<file path="config.mk">
export PLATFORM = sky130hd
export DESIGN_NAME = pwm_capture
export DESIGN_NICKNAME = d
export VERILOG_FILES = /design/src/rtl/pwm_capture_pkg.sv /design/src/rtl/pwm_capture_sync.sv /design/src/rtl/pwm_capture.sv
export SDC_FILE = /design/constraint.sdc
export NUM_CORES = 1
export LEC_CHECK = 0
export BUFFER_PORTS_ARGS = -buffer_cell sky130_fd_sc_hd__clkbuf_2
export CORE_AREA = 2 2 113 115
export DETAILED_ROUTE_END_ITERATION = 10
export DIE_AREA = 0 0 115 117
export PLACE_DENSITY_LB_ADDON = 0.15
export SLEW_MARGIN = 15
export SYNTH_ARGS = -nofsm -noshare
export SYNTH_HDL_FRONTEND = slang
export SYNTH_SLANG_ARGS = --single-unit
</file>
<file path="constraint.sdc">
create_clock -name clk -period 10.2 [get_ports clk]
set_clock_uncertainty 0.15 [all_clocks]
set_input_delay 1.02 -clock clk [delete_from_list [all_inputs] [get_ports clk]]
set_output_delay 1.02 -clock clk [all_outputs]
set_load 0.02 [all_outputs]
</file>
<file path="src/rtl/pwm_capture_pkg.sv">
// Shared types and constants for the PWM period/high-time capture block.
// The optional glitch filter depth lives here so sync and top agree on it.
package pwm_capture_pkg;

  localparam int unsigned STATE_W      = 2;
  localparam int unsigned FILTER_DEPTH = 3;

  typedef enum logic [STATE_W-1:0] {
    IDLE = 2'd0,
    HIGH = 2'd1,
    LOW  = 2'd2
  } state_t;

endpackage

</file>
<file path="src/rtl/pwm_capture_sync.sv">
// Input synchronizer for the PWM pin, optionally followed by a majority-free
// stability filter (build with PWM_CAPTURE_GLITCH_FILTER_EN to enable it).
module pwm_capture_sync
  import pwm_capture_pkg::*;
#(
  parameter int unsigned SYNC_STAGES = 2
) (
  input  logic clk,
  input  logic rst,
  input  logic pwm_in,
  output logic level
);

  logic [SYNC_STAGES-1:0] sync_q;

  always_ff @(posedge clk or posedge rst) begin
    if (rst) begin
      sync_q <= '0;
    end else begin
      sync_q <= {sync_q[SYNC_STAGES-2:0], pwm_in};
    end
  end

`ifdef PWM_CAPTURE_GLITCH_FILTER_EN
  // Window takes its newest sample one stage early so the filter adds exactly two cycles.
  logic [FILTER_DEPTH-3:0] hist_q;
  logic [FILTER_DEPTH-1:0] win_c;

  assign win_c = {hist_q, sync_q[SYNC_STAGES-1], sync_q[SYNC_STAGES-2]};

  always_ff @(posedge clk or posedge rst) begin
    if (rst) begin
      hist_q <= '0;
      level  <= 1'b0;
    end else begin
      hist_q <= win_c[FILTER_DEPTH-2:1];
      if (win_c == '0) begin
        level <= 1'b0;
      end else if (&win_c) begin
        level <= 1'b1;
      end
    end
  end
`else
  assign level = sync_q[SYNC_STAGES-1];
`endif

endmodule

</file>
<file path="src/rtl/pwm_capture.sv">
// PWM capture: measures period and high time of pwm_in in clk cycles and
// hands results out over a valid/ready pair. Optional filter: PWM_CAPTURE_GLITCH_FILTER_EN.
module pwm_capture
  import pwm_capture_pkg::*;
#(
  parameter int unsigned DATA_W      = 32,
  parameter int unsigned SYNC_STAGES = 2
) (
  input  logic              clk,
  input  logic              rst,
  input  logic              en,
  input  logic              pwm_in,
  output logic [DATA_W-1:0] period_o,
  output logic [DATA_W-1:0] high_o,
  output logic              valid_o,
  input  logic              ready_i,
  output logic              overrun_o,
  output logic              timeout_o
);

  localparam logic [DATA_W-1:0] CNT_MAX = '1;
  localparam logic [DATA_W-1:0] CNT_ONE = DATA_W'(1);

  logic              level;
  logic              level_q;
  logic              en_q;
  logic              rise_c;
  logic              fall_c;
  logic              accept_c;
  state_t            state;
  logic [DATA_W-1:0] cnt;
  logic [DATA_W-1:0] high_shadow;

  pwm_capture_sync #(
    .SYNC_STAGES(SYNC_STAGES)
  ) u_sync (
    .clk   (clk),
    .rst   (rst),
    .pwm_in(pwm_in),
    .level (level)
  );

  assign rise_c   = level & ~level_q;
  assign fall_c   = ~level & level_q;
  assign accept_c = valid_o & ready_i;

  // Measurement FSM; a result is committed on each rise seen from LOW.
  always_ff @(posedge clk or posedge rst) begin
    if (rst) begin
      state       <= IDLE;
      cnt         <= '0;
      high_shadow <= '0;
      period_o    <= '0;
      high_o      <= '0;
      valid_o     <= 1'b0;
      overrun_o   <= 1'b0;
      timeout_o   <= 1'b0;
      level_q     <= 1'b0;
      en_q        <= 1'b0;
    end else begin
      level_q <= level;
      en_q    <= en;

      if (en && !en_q) begin
        overrun_o <= 1'b0;
        timeout_o <= 1'b0;
      end

      if (accept_c) begin
        valid_o <= 1'b0;
      end

      if (!en) begin
        state   <= IDLE;
        cnt     <= '0;
        valid_o <= 1'b0;
      end else begin
        case (state)
          IDLE: begin
            if (rise_c) begin
              state <= HIGH;
              cnt   <= CNT_ONE;
            end
          end
          HIGH: begin
            if (cnt == CNT_MAX) begin
              timeout_o <= 1'b1;
              state     <= IDLE;
            end else if (fall_c) begin
              high_shadow <= cnt;
              cnt         <= cnt + CNT_ONE;
              state       <= LOW;
            end else begin
              cnt <= cnt + CNT_ONE;
            end
          end
          LOW: begin
            if (cnt == CNT_MAX) begin
              timeout_o <= 1'b1;
              state     <= IDLE;
            end else if (rise_c) begin
              period_o <= cnt;
              high_o   <= high_shadow;
              valid_o  <= 1'b1;
              // Acceptance in this same cycle frees the slot, so only a stalled result overruns.
              if (valid_o && !ready_i) begin
                overrun_o <= 1'b1;
              end
              cnt   <= CNT_ONE;
              state <= HIGH;
            end else begin
              cnt <= cnt + CNT_ONE;
            end
          end
          default: state <= IDLE;
        endcase
      end
    end
  end

endmodule

</file>
### Word-level counts from Yosys, hierarchy flattened

Cells that the tools add are included.

| word-level totals | value |
|---|---|
| memory bits (writable) | 0 |
| memories | 0 |
| logic and storage cells | 62 |
| bits in read-only memories | 0 |
| bits in registers | 137 |
| bits in latches | 0 |

| operators by class | value |
|---|---|
| multipliers | 0 |
| shift-type cells | 0 |
| bitwise logic cells | 6 |
| equal/unequal tests | 8 |
| divide/modulo/power cells | 0 |
| muxes and demuxes | 27 |
| $lt $le $gt $ge | 0 |
| reductions and logical operators | 9 |
| add/sub/neg operators | 1 |

Operator list:

| kind | count |
|---|---|
| $mux 32 | 5 |
| $pmux 32 s3 | 1 |
| $add 32x1->32 const B | 1 |
| $eq 32x32->1 const B | 1 |
| $mux 1 | 15 |
| $reduce_and 4->1 | 3 |
| $mux 2 | 5 |
| $ne 3x3->1 const B | 3 |
| $pmux 2 s3 | 1 |
| $ne 4x1->1 const B | 1 |
| $ne 4x4->1 const B | 1 |
| $and 1x1->1 | 3 |
| $not 1->1 | 3 |
| $eq 2x1->1 const B | 1 |
| $eq 2x2->1 const B | 1 |
| $logic_and 1x1->1 | 2 |
| $logic_not 1->1 | 2 |
| $logic_not 2->1 | 1 |
| $reduce_or 2->1 | 1 |

### Depth between registers and ports, before layout

Gate-level depths: netlist (run 1).

| depth | value |
|---|---|
| depth after elaboration | 8 |
| depth in mapped cells | 10 |

### Hierarchy

From an unflattened synthesis (run 1), not the netlist that was laid out.

| second synthesis, totals | value |
|---|---|
| cells, all modules | 502 |
| area total of the unflattened synthesis | 6,147.1 um^2 |

Modules (own cells, without submodules):

| module | cells each | area an instance (um^2) | times used |
|---|---|---|---|
| pwm_capture | 499 | 6,093.3 | 1 |
| pwm_capture_sync | 3 | 53.8 | 1 |

### Least setup slack after synthesis (run 1)

OpenSTA, ideal clock, no wires.

| timing | value |
|---|---|
| path kind | in2reg |
| from | input port en |
| to | register cnt[22] |
| data arrival time | 2.376 ns |
| library setup time | 0.110 ns |
| path buffers | 3 |
| data required time | 9.940 ns |
| cell stages on the path | 6 |
| path slack | 7.564 ns |
| path through | clkbuf_1 -> nand2_1 -> or2_2 -> clkbuf_1 -> clkbuf_1 -> o41ai_1 |

| on the way | value |
|---|---|
| longest elaborated chain between the ends | 2 |
| elaborated cells between the ends (all ways) | 6 |
| classes of those cells | 4 x eq/ne; 1 x mux; 1 x reduce/logical |

RTL lines:

| element | line | source |
|---|---|---|
| start: declaration | pwm_capture.sv:11 | `input logic en,` |
| $ne 4x1->1 (no line) / $ne 3x3->1 (equally long branches) | n/a |  |
| $reduce_and 4->1 (no line) | n/a |  |
| end signal: assignment | pwm_capture.sv:91 | `cnt <= cnt + CNT_ONE;` |
| end signal: assignment | pwm_capture.sv:94 | `cnt <= cnt + CNT_ONE;` |
| end signal: assignment | pwm_capture.sv:112 | `cnt <= cnt + CNT_ONE;` |
| end: declaration | pwm_capture.sv:31 | `logic [DATA_W-1:0] cnt;` |

Parallel ways exist; a longest one is shown, timed or not.
A chain may end at the register's enable or synchronous reset.

### Worst setup path in the final report (run 1)

| timing | value |
|---|---|
| from | register cnt[0] |
| to | register high_o[13] |

| on the way | value |
|---|---|
| longest elaborated chain between the ends | 3 |

RTL lines:

| element | line | source |
|---|---|---|
| $eq 32x32->1 | pwm_capture.sv:98 | `if (cnt == CNT_MAX) begin` |
| $not 1->1 (no line) | n/a |  |
| $reduce_and 4->1 (no line) | n/a |  |
| end signal: assignment | pwm_capture.sv:103 | `high_o <= high_shadow;` |
| end: declaration | pwm_capture.sv:14 | `output logic [DATA_W-1:0] high_o,` |

No other way between the ends.

==> results of run 1 <==
[sequential cells by signal, indices dropped and copies added, names as in the netlist]
signal and flops:
state 2, valid_o 1, timeout_o 1, overrun_o 1
level_q 1, period_o 32, high_o 32, en_q 1
u_sync.sync_q 2, cnt 32, high_shadow 32
[logic make-up after synthesis]
family,count (synthesis),share of synthesized area [%]
DFF,137,57.6
and+or+nand+nor,120,10.6
muxes,91,17.2
AOI/OAI and AO/OA,89,9.30
buffers and inverters,39,3.56
adders and majority gates,5,1.05
xor gates and xnor gates,4,0.589
[critical path, delay by kind of cell (launching register included)]
family / cells / cell delay, ns
AND/OR/NAND/NOR: 4 / 1.50
buffers and inverters: 1 / 0.49
flip-flops: 1 / 0.43
multiplexers: 1 / 0.39
adder cells (fa/ha/maj): 1 / 0.26
[worst max-delay path by stage]
stage                      start         end  slack, ns  depth (start not counted)
after CTS                 cnt[0]   high_o[1]       6.82                          7
after detailed placement  cnt[0]  high_o[13]       6.84                          7
final                     cnt[0]  high_o[13]       6.85                          7
after global routing      cnt[0]  high_o[12]       6.59                          7
after global placement    cnt[0]  high_o[12]       6.92                          7
after floorplan              rst      cnt[0]       5.36                          1
[synth_stat cells (3+ instances only)]
master	count	area (sq um)
and4_1	5	43.8
nor4_1	4	25.0
nand2_1	29	109
mux2_1	18	203
nand4_1	10	62.6
inv_1	8	30.0
dfrtp_1	137	3430
nand3_1	13	65.1
nor2b_1	3	18.8
a21oi_1	6	30.0
o21ai_0	42	210
nor3_1	5	25.0
nor2_1	29	109
ha_1	5	62.6
clkbuf_1	14	52.6
a31oi_1	7	43.8
and3_1	4	25.0
buf_6	3	33.8
o31ai_1	13	97.6
buf_4	10	75.1
nand2b_1	7	43.8
and2_1	3	18.8
o21ai_1	3	15.0
o41ai_1	7	61.3
xnor2_1	4	35.0
mux2_2	73	822
buf_2	4	20.0
[report_power, final]
| group | internal, mW | switching [mW] |
|---|---|---|
| combinational | 0.0132 | 0.0345 |
| clock | 0.452 | 0.226 |
| sequential | 0.550 | 0.00513 |
[routing by layer]
metal,GRT usage [%],up-vias
met4,7.31,0
met5,0,-
met1,26.3,2038
li1,-,1894
met3,5.66,12
met2,28.9,85
[area by class of cell]
type,instances,area share [%]
Multi-Input combinational cell,309,33.0
Tap cell,150,2.68
Inverter,8,0.501
Clock inverter,12,2.79
Sequential cell,137,49.0
Clock buffer,20,6.68
Timing Repair Buffer,73,5.30
==> metrics, run 1 <==
Clk Latency, worst-skew pair 0.42 ns; Detailed Route WL about 12 mm; Remaining DRCs 0; post-synthesis cell type count 43; fin area roughly 7000 sq um; R2R depth 7; critical path fanouts, max 37; met2 WL approximately 5.5 mm; status complete, no violations; Worst Hold Class reg -> reg; first-pass GRT wire length between 15 and 20 mm; most frequent cells in the layout dfrtp_1, mux2_2, clkbuf_2; nature of the critical path startpoint flop; met3 wire len between 500 and 600 um; setup bufs post-CTS 0; CTS clk-pin slew, worst paths around 0.06 ns; chip height about 120 um; Final setup violation count 0; PD cells roughly 180 nW/um^2; Async SR Flop Fraction between 90% and 100%; core area 12,300 sq um; Starting Density between 40% and 50%; row count 41; Final Core Density 56.8%; commonest non-fill, non-tap cell in the layout dfrtp_1; Max Freq ~300 MHz; 1st-iter DRT viols 231; CP max-delay cell or3_1; wl on met1 5.54 mm; slew margin rel. about a quarter; Slew @ Worst Pin between 1 and 1.5 ns; number of global-route vias before repair between 3,000 and 4,000; hold buffer count at cts 0; fill count between 1,000 and 1,500; CTS tree built; Routed Antenna Nets 0; nature of the critical path endpoint flop; power after layout 1.28 mW; IO Count 72; Ant. Diodes 0; initial antenna violation count 0; Syn Nets 495; # port buffers slightly above 70; grt ovf 0; Crit Reg-Reg Startpoint cnt[0]; max-cap violation count 0; H-tree Lvls 4; CTS Buffer Depth 2; Critical Path Max Stage Delay approximately 0.54 ns; Reg area about 3400 sq um; critical-path cell list ha_1, and3_1, nand4_1, or3_1, nand4_4, buf_4, mux2_2; gr usage total between 10% and 20%; Peak VDD IR 0.0960 mV; Mapped Area between 5000 and 6000 sq um; Pleak around 3.5 nW; fin crit period approximately 3.4 ns; cells after synthesis roughly 490; hold_ws 0.210 ns; Post-DP HPWL 7.64 mm; Non-Filler Instances around 710; Vias between 4,000 and 5,000; gp weighted congestion between 0.7 and 0.8; cell depth of the worst hold path 0; NumNets Final around 560; Ys Warns 0; Yosys reg bits 137; max-slew violations 0; first drt pass iteration count 4; CTS resizes 0; Synth Flop Type dfrtp_1; Hold EP u_sync.sync_q[1]; Worst Path Required just over 10 ns; Post-synth EDFFs 0; die area ~13,000 sq um; DP Area roughly 6300 sq um; Final WS setup 6.85 ns; Syn Area/Cell approximately 12 sq um; pre-CTS setup slack 6.84 ns; Seq/Total Area, Yosys between 50% and 60%; r2r setup slk 6.85 ns; CTS buffer count 17; area occupied by multi-input gates around 2300 sq um; RR Endpoint high_o[13]; largest net degree at the start of global routing 93; Fin. Hold Viols 0; Area growth syn-to-layout 17.5%; Top Metal Used met4; final period utilization 32.9%; clk root buf clkbuf_16; Worst EP arrival about 3.5 ns; clk sinks ~140; WS Path Type reg -> reg; Hold Crit Start u_sync.sync_q[0]; setup TNS 0 ns; RSZ-0062 raised after global routing no; layout cells sized above 1 between 30% and 40%; Cells after DPL roughly 680; die width 115 um; DR WL/cell around 17 um; routed vias/inst about 5.7
No activity file was read; power rests on OpenSTA's default activity.
==> inputs of run 2 (changes only) <==
Clock period 10.2 ns to 2.71 ns, I/O delays scaled along.
==> run 2 against run 1 <==
Net effect: setup slack worse by 6.6 ns; maximum frequency is 35% higher; utilization is 1.9 points higher.
==> metrics, run 2 (synthesis results as in run 1) <==
commonest non-fill, non-tap cell in the layout dfrtp_1; row count 41 (unchanged); final period utilization 91.4% (+59 points); clk root buf clkbuf_16; PD cells 622 nW/um^2 (+240%); first drt pass iteration count 4 (unchanged); Crit Reg-Reg Startpoint cnt[26]; WS Path Type reg -> reg; Final setup violation count 0 (unchanged); fill count 1,038 (+0.096%); power after layout 4.49 mW (+250%); Pleak 3.61 nW (+4.4%); layout cells sized above 1 36.3% (+3.2 points); area occupied by multi-input gates 2320 sq um (+0.43%); die area 13,500 sq um (unchanged); Starting Density 48.3% (unchanged); Clk Latency, worst-skew pair 0.42 ns (about the same); # port buffers 71 (unchanged); gp weighted congestion 0.790 (+4.6%); initial antenna violation count 0 (unchanged); die width 115 um (unchanged); routed vias/inst 5.54 (-2.4%); Post-DP HPWL 7.88 mm (+3.1%); gr usage total 19.6% (+0.50 points); Area growth syn-to-layout 21.4%; hold_ws 0.205 ns (-0.00528 ns); Ant. Diodes 0 (unchanged); RR Endpoint period_o[26]; number of global-route vias before repair 4,091 (+4.8%); first-pass GRT wire length 20.3 mm (+1.7%); CTS clk-pin slew, worst paths 0.05 ns (about the same); Detailed Route WL 12.1 mm (+2.4%); setup bufs post-CTS 0 (unchanged); slew margin rel. 51.4% (+26 points); Slew @ Worst Pin 0.729 ns (-0.395 ns); Hold Crit Start u_sync.sync_q[0]; setup TNS 0 ns (unchanged); Hold EP u_sync.sync_q[1]; nature of the critical path startpoint flop; CP Launch Point cnt[26]; max-cap violation count 0 (unchanged); H-tree Lvls 4 (unchanged); IO Count 72 (unchanged); Vias 4,119 (+2.2%); CTS Buffer Depth 2 (unchanged); 1st-iter DRT viols 243 (+5.2%); r2r setup slk 0.23 ns (-6.61 ns); grt ovf 0 (unchanged); status complete, no violations; Worst EP arrival 2.63 ns (-0.88 ns); largest net degree at the start of global routing 138 (+48%); chip height 117 um (unchanged); max-slew violations 0 (unchanged); Max Freq 404 MHz (+35%); Remaining DRCs 0 (unchanged); NumNets Final 590 (+6.1%); CTS tree built; fin crit period 2.48 ns (-0.878 ns); DR WL/cell 16.3 um (-2.3%); Reg area 3430 sq um (unchanged); Worst Hold Class reg -> reg; Peak VDD IR 0.344 mV (+260%); most frequent cells in the layout dfrtp_1, mux2_2, clkbuf_2; critical path fanouts, max 33 (-11%); core area 12,300 sq um (unchanged); clk sinks 137 (unchanged); Fin. Hold Viols 0 (unchanged); nature of the critical path endpoint flop; cell depth of the worst hold path 0 (unchanged); R2R depth 6 (-1); Routed Antenna Nets 0 (unchanged); RSZ-0062 raised after global routing no; Worst Path Required 2.86 ns (-7.49 ns); CTS buffer count 17 (unchanged)
[run 2: final cells by class]
class	instances	share of cell area [%]
clock inverter	8	0.936
inverter	8	0.468
sequential	137	47.5
tap	150	2.60
clock buffer	24	6.95
multi-input combinational	309	32.1
timing repair buffer	107	9.49
[run 2: worst max-delay path, cell delays in order (launching register included)]
cell	delay, ns
dfrtp_1	0.41
nand3_2	0.12
or3_1	0.45
or3_4	0.48
nand4_4	0.15
buf_12	0.21
mux2_2	0.36
[run 2: power by group]
group | internal (mW) | switching, mW | total (mW)
clock | 1.37 | 0.825 | 2.20
sequential | 2.07 | 0.0145 | 2.09
combinational | 0.0719 | 0.140 | 0.212
[run 2: how the worst max path moves through the flow]
stage                                 end  slack (ns)  depth (start not counted)
final                        period_o[26]        0.23                          6
after global routing              cnt[29]        0.09                          5
after CTS                    period_o[26]        0.10                          6
after detailed placement       high_o[15]        0.11                          6
after global placement    high_shadow[26]        0.16                          6
after floorplan              period_o[10]        0.25                          9
[run 2: stage by stage]
| stage | area (sq um) | utilization, % | instances | setup WS, ns |
|---|---|---|---|---|
| floorplan | 5950 | - | 485 | 0.246 |
| global placement | 6600 | 53.6 | 707 | 0.162 |
| detailed placement | 6600 | 53.6 | 707 | 0.111 |
| CTS | 7210 | 58.6 | 743 | 0.102 |
| global route | 7220 | 58.7 | 743 | 0.0921 |
| finish | 7220 | 58.7 | 743 | 0.233 |
[run 2: per-layer routing]
layer	GRT usage (%)	wire, um
met5	0	0
met4	8.84	221
met1	26.3	5540
met3	5.05	519
met2	30.4	5800
[run 2: what timing repair did]
action                                 CTS  global route
resized for setup                        0             2
hold buffers                             4             0
setup endpoints to repair                0             3
endpoints found under the hold margin  141             0
==> inputs of run 3 (changes only) <==
Settings changed: PLACE_DENSITY set to 0.71, PLACE_DENSITY_LB_ADDON 0.15 to unset.
==> run 3 against run 2 <==
Net effect: combinational power up 2%; design area shrank 0.31%; register-to-register slack got worse by 0.06 ns; final cell count is the same; die area stayed put; maximum frequency down 2.5%; clock power fell by 4%; utilization decreased by 0.18 points; clock-buffer cell count fell by 2; critical path depth unchanged; non-clock buffer count is 1 higher; critical endpoint is now high_o[5]; largest cell class unchanged; largest power group unchanged.
==> metrics, run 3 (synthesis results as in run 1) <==
status complete, no violations; Cells after DPL 708 (+0.14%); WS Path Type reg -> reg; H-tree Lvls 4 (unchanged); Worst EP arrival 2.69 ns (+0.06 ns); Worst Path Required 2.86 ns (about the same); Starting Density 48.3% (unchanged); GR Util met2 28.7% (-1.7 points); CP max-delay cell or3_4; CTS buffer count 17 (unchanged); routed vias/inst 5.57 (+0.49%); gr usage total 19.1% (-0.57 points); Remaining DRCs 0 (unchanged); GRT Max-Usage Layer met2; slew margin rel. 51.5% (+0.16 points); core area 12,300 sq um (unchanged); RSZ-0062 raised after global routing no; Fin. Hold Viols 0 (unchanged); CTS Buffer Depth 2 (unchanged); DP Area 6610 sq um (+0.11%); Critical Path Max Stage Delay 0.49 ns (about the same); most frequent cells in the layout dfrtp_1, mux2_2, clkbuf_2; nature of the critical path endpoint flop; Final Core Density 58.5% (-0.18 points); fin area 7200 sq um (-0.31%); number of global-route vias before repair 3,931 (-3.9%); Crit Reg-Reg Startpoint cnt[26]; setup bufs post-CTS 0 (unchanged); nature of the critical path startpoint flop; first drt pass iteration count 5 (+1); Non-Filler Instances 743 (unchanged); Clk Latency, worst-skew pair 0.42 ns (about the same); r2r setup slk 0.17 ns (-0.06 ns); met3 Resource Use GR 4.94% (-0.10 points); Hold EP u_sync.sync_q[1]; die area 13,500 sq um (unchanged); Vias 4,139 (+0.49%); # port buffers 71 (unchanged); met1 usage 26.7% (+0.43 points); DR WL/cell 16.1 um (-0.95%); max-slew violations 0 (unchanged); R2R depth 6 (unchanged); critical path fanouts, max 41 (+24%); RR Endpoint high_o[5]; Final setup violation count 0 (unchanged); area occupied by multi-input gates 2320 sq um (unchanged); Pleak 3.59 nW (-0.45%); gp weighted congestion 0.911 (+15%); Area growth syn-to-layout 21.1%; grt ovf 0 (unchanged); commonest non-fill, non-tap cell in the layout dfrtp_1; Final WS setup 0.171 ns (-0.0626 ns); layout cells sized above 1 36.1% (-0.17 points); Post-DP HPWL 7.91 mm (+0.43%); chip height 117 um (unchanged); setup TNS 0 ns (unchanged); pre-CTS setup slack 0.0817 ns (-0.0295 ns); clk root buf clkbuf_16; final period utilization 93.7% (+2.3 points); Slew @ Worst Pin 0.727 ns (-0.00239 ns); Max Freq 394 MHz (-2.5%); Detailed Route WL 12.0 mm (-0.95%); PD cells 613 nW/um^2 (-1.4%); Worst Hold Class reg -> reg; Routed Antenna Nets 0 (unchanged); first-pass GRT wire length 19.8 mm (-2.1%); cell depth of the worst hold path 0 (unchanged); largest net degree at the start of global routing 138 (unchanged); CTS tree built; NumNets Final 591 (+0.17%); row count 41 (unchanged); 1st-iter DRT viols 302 (+24%); fill count 1,023 (-1.4%); fin crit period 2.54 ns (+0.0626 ns); initial antenna violation count 0 (unchanged); IO Count 72 (unchanged); CTS clk-pin slew, worst paths 0.05 ns (about the same); Peak VDD IR 0.335 mV (-2.8%); die width 115 um (unchanged); max-cap violation count 0 (unchanged); critical-path cell list nand3_2, or3_1, or3_4, nand4_4, buf_12, mux2_2; Hold Crit Start u_sync.sync_q[0]; Reg area 3430 sq um (unchanged); clk sinks 137 (unchanged); Ant. Diodes 0 (unchanged)
## run 3: how the worst max path moves through the flow
| stage | startpoint | to | slack [ns] |
|---|---|---|---|
| after floorplan | cnt[0] | period_o[10] | 0.25 |
| after global placement | cnt[26] | high_o[5] | 0.16 |
| after detailed placement | cnt[26] | high_o[25] | 0.08 |
| final | cnt[26] | high_o[5] | 0.17 |
| after CTS | cnt[26] | high_o[5] | 0.06 |
| after global routing | cnt[26] | high_o[29] | 0.07 |
## run 3: final cells by class
| class | instances | area share (%) |
|---|---|---|
| Sequential cell | 137 | 47.6 |
| Multi-Input combinational cell | 309 | 32.2 |
| Timing Repair Buffer | 108 | 9.63 |
| Clock buffer | 22 | 6.45 |
| Tap cell | 150 | 2.61 |
| Clock inverter | 9 | 1.04 |
| Inverter | 8 | 0.469 |
## run 3: power breakdown
group | total (mW) | internal [mW] | switching (mW)
registers | 2.09 | 2.07 | 0.0143
clock network | 2.11 | 1.29 | 0.823
logic | 0.216 | 0.0726 | 0.143
total | 4.42 | 3.44 | 0.980
## run 3: repair_timing
action                                  CTS  global route
endpoints found under the setup margin    0            38
gates resized for setup                   0             2
hold buffers                              4             0
hold endpoints to repair                141             0
## run 3: stage by stage
stage,hold WS (ns),power (mW)
global route,0.230,4.58
CTS,0.208,4.46
global placement,0.183,2.32
detailed placement,0.194,2.33
floorplan,0.152,2.26
finish,0.205,4.42
## run 3: layer usage
layer / wire [um] / share of wire (%) / vias to the layer above
met5: 0 / 0 / -
met2: 5660 / 47 / 135
met1: 5520 / 46 / 2040
li1: - / - / 1945
met4: 178 / 1.5 / 0
met3: 606 / 5.1 / 19
## run 3: critical path: cells and delay by family, from the launching register on
family / cells / cell delay (ns)
mux: 1 / 0.36
buf+inv: 1 / 0.23
flops: 1 / 0.41
simple gates: 4 / 1.23
